$ cat src/rtl/sa_seq_ctrl.sv
// Sequencer for an N x N systolic array: weight load, skewed input stream,
// flush/drain of results, and WS/OS dataflow selection.
module sa_seq_ctrl #(
    parameter int N     = 4,
    parameter int CNT_W = 8,
    parameter int IDX_W = 2
) (
    input  logic             clk,
    input  logic             nrst,
    input  logic             start,
    input  logic             mode,
    input  logic [CNT_W-1:0] len,
    input  logic             abort,
    output logic             busy,
    output logic             done,
    output logic             preload,
    output logic             switch,
    output logic             w_en,
    output logic [IDX_W-1:0] w_row,
    output logic [N-1:0]     in_en,
    output logic [CNT_W:0]   in_idx,
    output logic             out_valid,
    output logic [IDX_W-1:0] out_idx
);

    localparam int CW = CNT_W + 1;
    localparam int EW = CNT_W + 2;

    typedef enum logic [2:0] {
        S_IDLE,
        S_WLOAD,
        S_STREAM,
        S_FLUSH,
        S_DRAIN,
        S_DONE
    } state_e;

    state_e           state_q, state_d;
    logic [CW-1:0]    cnt_q, cnt_d;
    logic [CNT_W-1:0] len_q, len_d;
    logic             switch_q, switch_d;

    logic [EW-1:0] cnt_x;
    logic [EW-1:0] stream_last;
    logic          phase_last;

    // Widened so the stream end compare cannot wrap for len = 2^CNT_W-1
    assign cnt_x       = EW'(cnt_q);
    assign stream_last = EW'(len_q) + EW'(N) - EW'(2);
    assign phase_last  = (cnt_x == EW'(N - 1));

    always_comb begin
        state_d  = state_q;
        cnt_d    = cnt_q + CW'(1);
        len_d    = len_q;
        switch_d = switch_q;
        unique case (state_q)
            S_IDLE: begin
                cnt_d = '0;
                if (start && (len != '0)) begin
                    switch_d = mode;
                    len_d    = len;
                    state_d  = mode ? S_STREAM : S_WLOAD;
                end
            end
            S_WLOAD: begin
                if (phase_last) begin
                    state_d = S_STREAM;
                    cnt_d   = '0;
                end
            end
            S_STREAM: begin
                if (cnt_x == stream_last) begin
                    state_d = switch_q ? S_DRAIN : S_FLUSH;
                    cnt_d   = '0;
                end
            end
            S_FLUSH, S_DRAIN: begin
                if (phase_last) begin
                    state_d = S_DONE;
                    cnt_d   = '0;
                end
            end
            S_DONE: begin
                state_d = S_IDLE;
                cnt_d   = '0;
            end
            default: begin
                state_d = S_IDLE;
                cnt_d   = '0;
            end
        endcase
        if (abort) begin
            state_d  = S_IDLE;
            cnt_d    = '0;
            len_d    = len_q;
            switch_d = switch_q;
        end
    end

    always_ff @(posedge clk or negedge nrst) begin
        if (!nrst) begin
            state_q  <= S_IDLE;
            cnt_q    <= '0;
            len_q    <= '0;
            switch_q <= 1'b0;
        end else begin
            state_q  <= state_d;
            cnt_q    <= cnt_d;
            len_q    <= len_d;
            switch_q <= switch_d;
        end
    end

    always_comb begin
        busy      = (state_q != S_IDLE);
        done      = (state_q == S_DONE);
        preload   = 1'b0;
        switch    = switch_q;
        w_en      = 1'b0;
        w_row     = '0;
        in_en     = '0;
        in_idx    = '0;
        out_valid = 1'b0;
        out_idx   = '0;
        unique case (state_q)
            S_WLOAD: begin
                w_en  = 1'b1;
                w_row = cnt_q[IDX_W-1:0];
            end
            S_STREAM: begin
                preload = 1'b1;
                in_idx  = cnt_q;
                // Row r sees vectors t = r .. r+len-1 (diagonal skew)
                for (int r = 0; r < N; r++) begin
                    in_en[r] = (cnt_x >= EW'(r)) &&
                               (cnt_x <= EW'(r) + EW'(len_q) - EW'(1));
                end
            end
            S_FLUSH: begin
                preload   = 1'b1;
                out_valid = 1'b1;
                out_idx   = cnt_q[IDX_W-1:0];
            end
            S_DRAIN: begin
                out_valid = 1'b1;
                out_idx   = cnt_q[IDX_W-1:0];
            end
            default: ;
        endcase
    end

endmodule

$ cat config.mk
export PLATFORM = sky130hd
export DESIGN_NAME = sa_seq_ctrl
export DESIGN_NICKNAME = d
export VERILOG_FILES = /design/src/rtl/sa_seq_ctrl.sv
export SDC_FILE = /design/constraint.sdc
export NUM_CORES = 1
export LEC_CHECK = 0
export CAP_MARGIN = 15
export CORE_UTILIZATION = 40
export DETAILED_ROUTE_END_ITERATION = 8
export GPL_TIMING_DRIVEN = 0
export HOLD_SLACK_MARGIN = 0.08
export PLACE_DENSITY = 0.66
export SLEW_MARGIN = 10
export SYNTH_ARGS = -nofsm -noshare
export SYNTH_HDL_FRONTEND = slang
export SYNTH_SLANG_ARGS = --single-unit
$ cat constraint.sdc
create_clock -name clk -period 3.8 [get_ports clk]
set_input_delay 0.76 -clock clk [delete_from_list [all_inputs] [get_ports clk]]
set_output_delay 0.76 -clock clk [all_outputs]
set_load 0.05 [all_outputs]
==> results by group <==
Worst setup path
  • Worst-path cell chain: inv_2, ha_1, nor2b_2, nand3_1, xnor2_1, ha_1, nand4_1, or4_1, a31oi_1, buf_4
  • WS Path Type: flop to output port
  • Crit path max-delay cell type: or4_1
  • Crit path largest cell delay: 510 ps
  • Crit path top cell by count: ha_1
  • CP Launch Type: flop
  • CP endpoint kind: output port
  • Data required time of the critical path: 3040 ps
  • CP max FO: 6
  • Worst Path Arrival: 2810 ps

Route
  • Via-to-Cell Ratio: 5.39
  • Post-DRT Antenna Nets: 0
  • Drt initial violations: 101
  • DR WL/cell: 14.8 um
  • DRC Markers: 0
  • Routed WL: 5580 um
  • Routed via count: 2031
  • Pre-Repair DR Iteration Count: 4

Clock tree
  • CTS Sinks: 21
  • CTS tree: yes
  • Setup bufs post-CTS: 0
  • Clock Latency Late Sink: 260 ps
  • CTS Buf Count: 3
  • CTS root buf: clkbuf_8
  • Reg clk slew, reported paths: 70 ps
  • Clock Path Buffers: 2
  • CTS H-tree depth: 1
  • # hold bufs at CTS: 0

Layout
  • Fillers: 549
  • Post-layout util: 0.504
  • Area Growth Syn to Fin: 22.0%
  • Final instance area: 2780 um^2
  • Share of cells above drive strength 1: 0.108
  • Final nets: 358
  • Most frequent cells in the layout: ha_1 (39), clkdlybuf4s50_1 (31), nand2_1 (20), nor2_1 (20), xnor2_1 (18)
  • Final Non-Filler Cells: 377
  • Commonest non-fill, non-tap cell in the layout: ha_1
  • Antenna Cells: 0

GRT
  • Wire length of the first global-routing pass: 9270 um
  • GR Util All Layers: 0.193
  • Largest net degree at the start of global routing: 22
  • Vias in the first global route: 1863
  • Total congestion overflow: 0
  • Initial antenna violation count: 0

Placement
  • DP Wirelength: 4370 um
  • Placed insts: 374
  • Final GP Congestion: 0.842
  • PortBufs: 35
  • DP Worst Slack: -280 ps
  • Placed instance area: 2720 um^2

Timing
  • Setup Skew: 7.26 ps
  • Rel. slew slack: 0.346
  • Fmax: 280 MHz
  • Final period util: 0.938
  • Least-Margin Pin Slew: 978 ps
  • Setup slack after layout: 234 ps
  • Unrepaired setup endpoints after global routing: false
  • Hold Fails Final Rpt: 0
  • Setup violators final: 0
  • Minimum clock period: 3570 ps
  • Hold_ws: 593 ps
  • Pins Over Slew Limit: 0
  • Setup TNS Final: 0 ps

Synth
  • Instance count of the mapped netlist: 267
  • Post-synthesis mux area share: 0.0165
  • Syn nets: 319
  • Largest family of logic cells by synthesized area: simple AND/OR/NAND/NOR gates
  • Seq/Total Area, Yosys: 0.231
  • Compound-Gate Fraction of Synth Area: 0.144
  • Top FF cell, synth: dfrtp_1
  • Leading post-synthesis cells by cell area: dfrtp_1 (23%), ha_1 (21%), xnor2_1 (6.9%)
  • Yosys cell types: 46
  • Yosys top cell area share: 0.231
  • Flop and latch count out of synthesis: 21
  • Area leader, netlist: dfrtp_1
  • Synth Area in Adders: 0.215
  • Post-Synth Simple-Gate Area: 0.244
  • Yosys warns: 0
  • Syn Area/Cell: 8.52 um^2
  • Cell area after synthesis: 2270 um^2
  • Post-synthesis xor/xnor area fraction: 0.0924
  • Post-synth EDFFs: 0
  • Post-synth ARST share: 1.00

Power and ir drop
  • Psw: 826 uW
  • Combinational Power Share: 0.679
  • Pwr dens: 593 nW/um^2
  • Internal: 820 uW
  • Seq pwr share: 0.231
  • Clk pwr share: 0.090
  • Total power: 1.65 mW
  • VDD IR max: 0.000356 V
  • P_leak: 1.23 nW
  • Switch share: 0.502

Flow run
  • Max Cap Violations: 0

Die
  • Die Wd: 77.4 um
  • Row count: 27
  • I/O pin count: 36
  • Core area: 5510 um^2
  • Initial core utilization: 0.413
  • Die area: 5990 um^2
  • Die Ht: 77.4 um

Hold path
  • Worst min-delay path class: flop to flop

Outcome
  • Status: complete, no violations
registers in the layout (all words and copies together), names as in the netlist:
name     flops
state_q      3
len_q        8
cnt_q        9
switch       1
critical path, delay by kind of cell, from the launching register on:
| kind | cells | cell delay [ps] |
|---|---|---|
| AO/OA/AOI/OAI | 1 | 190 |
| XOR/XNOR | 1 | 170 |
| adder cells (fa/ha/maj) | 2 | 450 |
| buffers and inverters | 2 | 350 |
| flip-flops | 1 | 460 |
| AND/OR/NAND/NOR | 4 | 940 |
final timing paths:
| kind | start | depth (start not counted) | end | slack, ps |
|---|---|---|---|---|
| worst max-delay path | len_q[2]$_DFFE_PN0P_ | 10 | in_en[0] | 230 |
| worst min-delay path | switch$_DFFE_PN0P_ | 1 | switch$_DFFE_PN0P_ | 590 |
| worst max register to register | len_q[3]$_DFFE_PN0P_ | 11 | state_q[1]$_DFFE_PN0P_ | 950 |
| worst min register to register | switch$_DFFE_PN0P_ | 1 | switch$_DFFE_PN0P_ | 590 |
| max in group asynchronous | nrst | 1 | len_q[3]$_DFFE_PN0P_ | 2100 |
| min in group asynchronous | nrst | 1 | state_q[1]$_DFFE_PN0P_ | 1040 |
what timing repair did:
action,in CTS,in global routing
endpoints found under the hold margin,0,0
pin swaps,0,0
setup endpoints to repair,4,4
resized for setup,13,20
synth_stat cells (2+ instances only):
master     instances
ha_1              39
dfrtp_1           21
nand2_1           20
nor2_1            20
xnor2_1           18
inv_1             16
and2_1            12
o21ai_0           12
nand3_1           11
a21o_1             8
a21oi_1            8
clkbuf_1           7
nor3_1             6
xor2_1             6
a2111oi_0          5
nand4_1            5
nor4_1             5
a211oi_1           3
a31oi_1            3
and3_1             3
buf_6              3
nor2b_1            3
or4_1              3
a221oi_1           2
and2b_1            2
clkinv_1           2
mux2_2             2
nor3_2             2
nor3b_1            2
o32ai_1            2
kinds of logic after synthesis:
kind of cell    after synthesis
compound gates               49
xor+xnor                     24
fa+ha+maj                    39
buf+inv                      29
flops                        21
mux                           3
simple gates                102
power by group through the flow:
stage               registers (mW)  clock network [mW]  logic, mW
global placement             0.357                   0       1.11
floorplan                    0.354                   0      0.844
detailed placement           0.357                   0       1.12
finish                       0.381               0.147       1.12
global route                 0.392               0.163       1.24
CTS                          0.367               0.150       1.11
per-layer routing:
layer,global-route usage,wire [um],vias up
li1,-,-,1030
met1,0.274,2710,967
met2,0.324,2710,30
met3,0.0176,117,4
met4,0.0283,35,0
met5,0,0,-
final cells by class:
| cell class | instances | area, um^2 | area share |
|---|---|---|---|
| Buffer | 10 | 61.3 | 0.0221 |
| Clock buffer | 4 | 45.0 | 0.0162 |
| Inverter | 18 | 71.3 | 0.0257 |
| Multi-Input combinational cell | 217 | 1640 | 0.592 |
| Sequential cell | 21 | 531 | 0.191 |
| Tap cell | 72 | 90.1 | 0.0325 |
| Timing Repair Buffer | 35 | 335 | 0.121 |
Power figures use the tool's default switching activity.
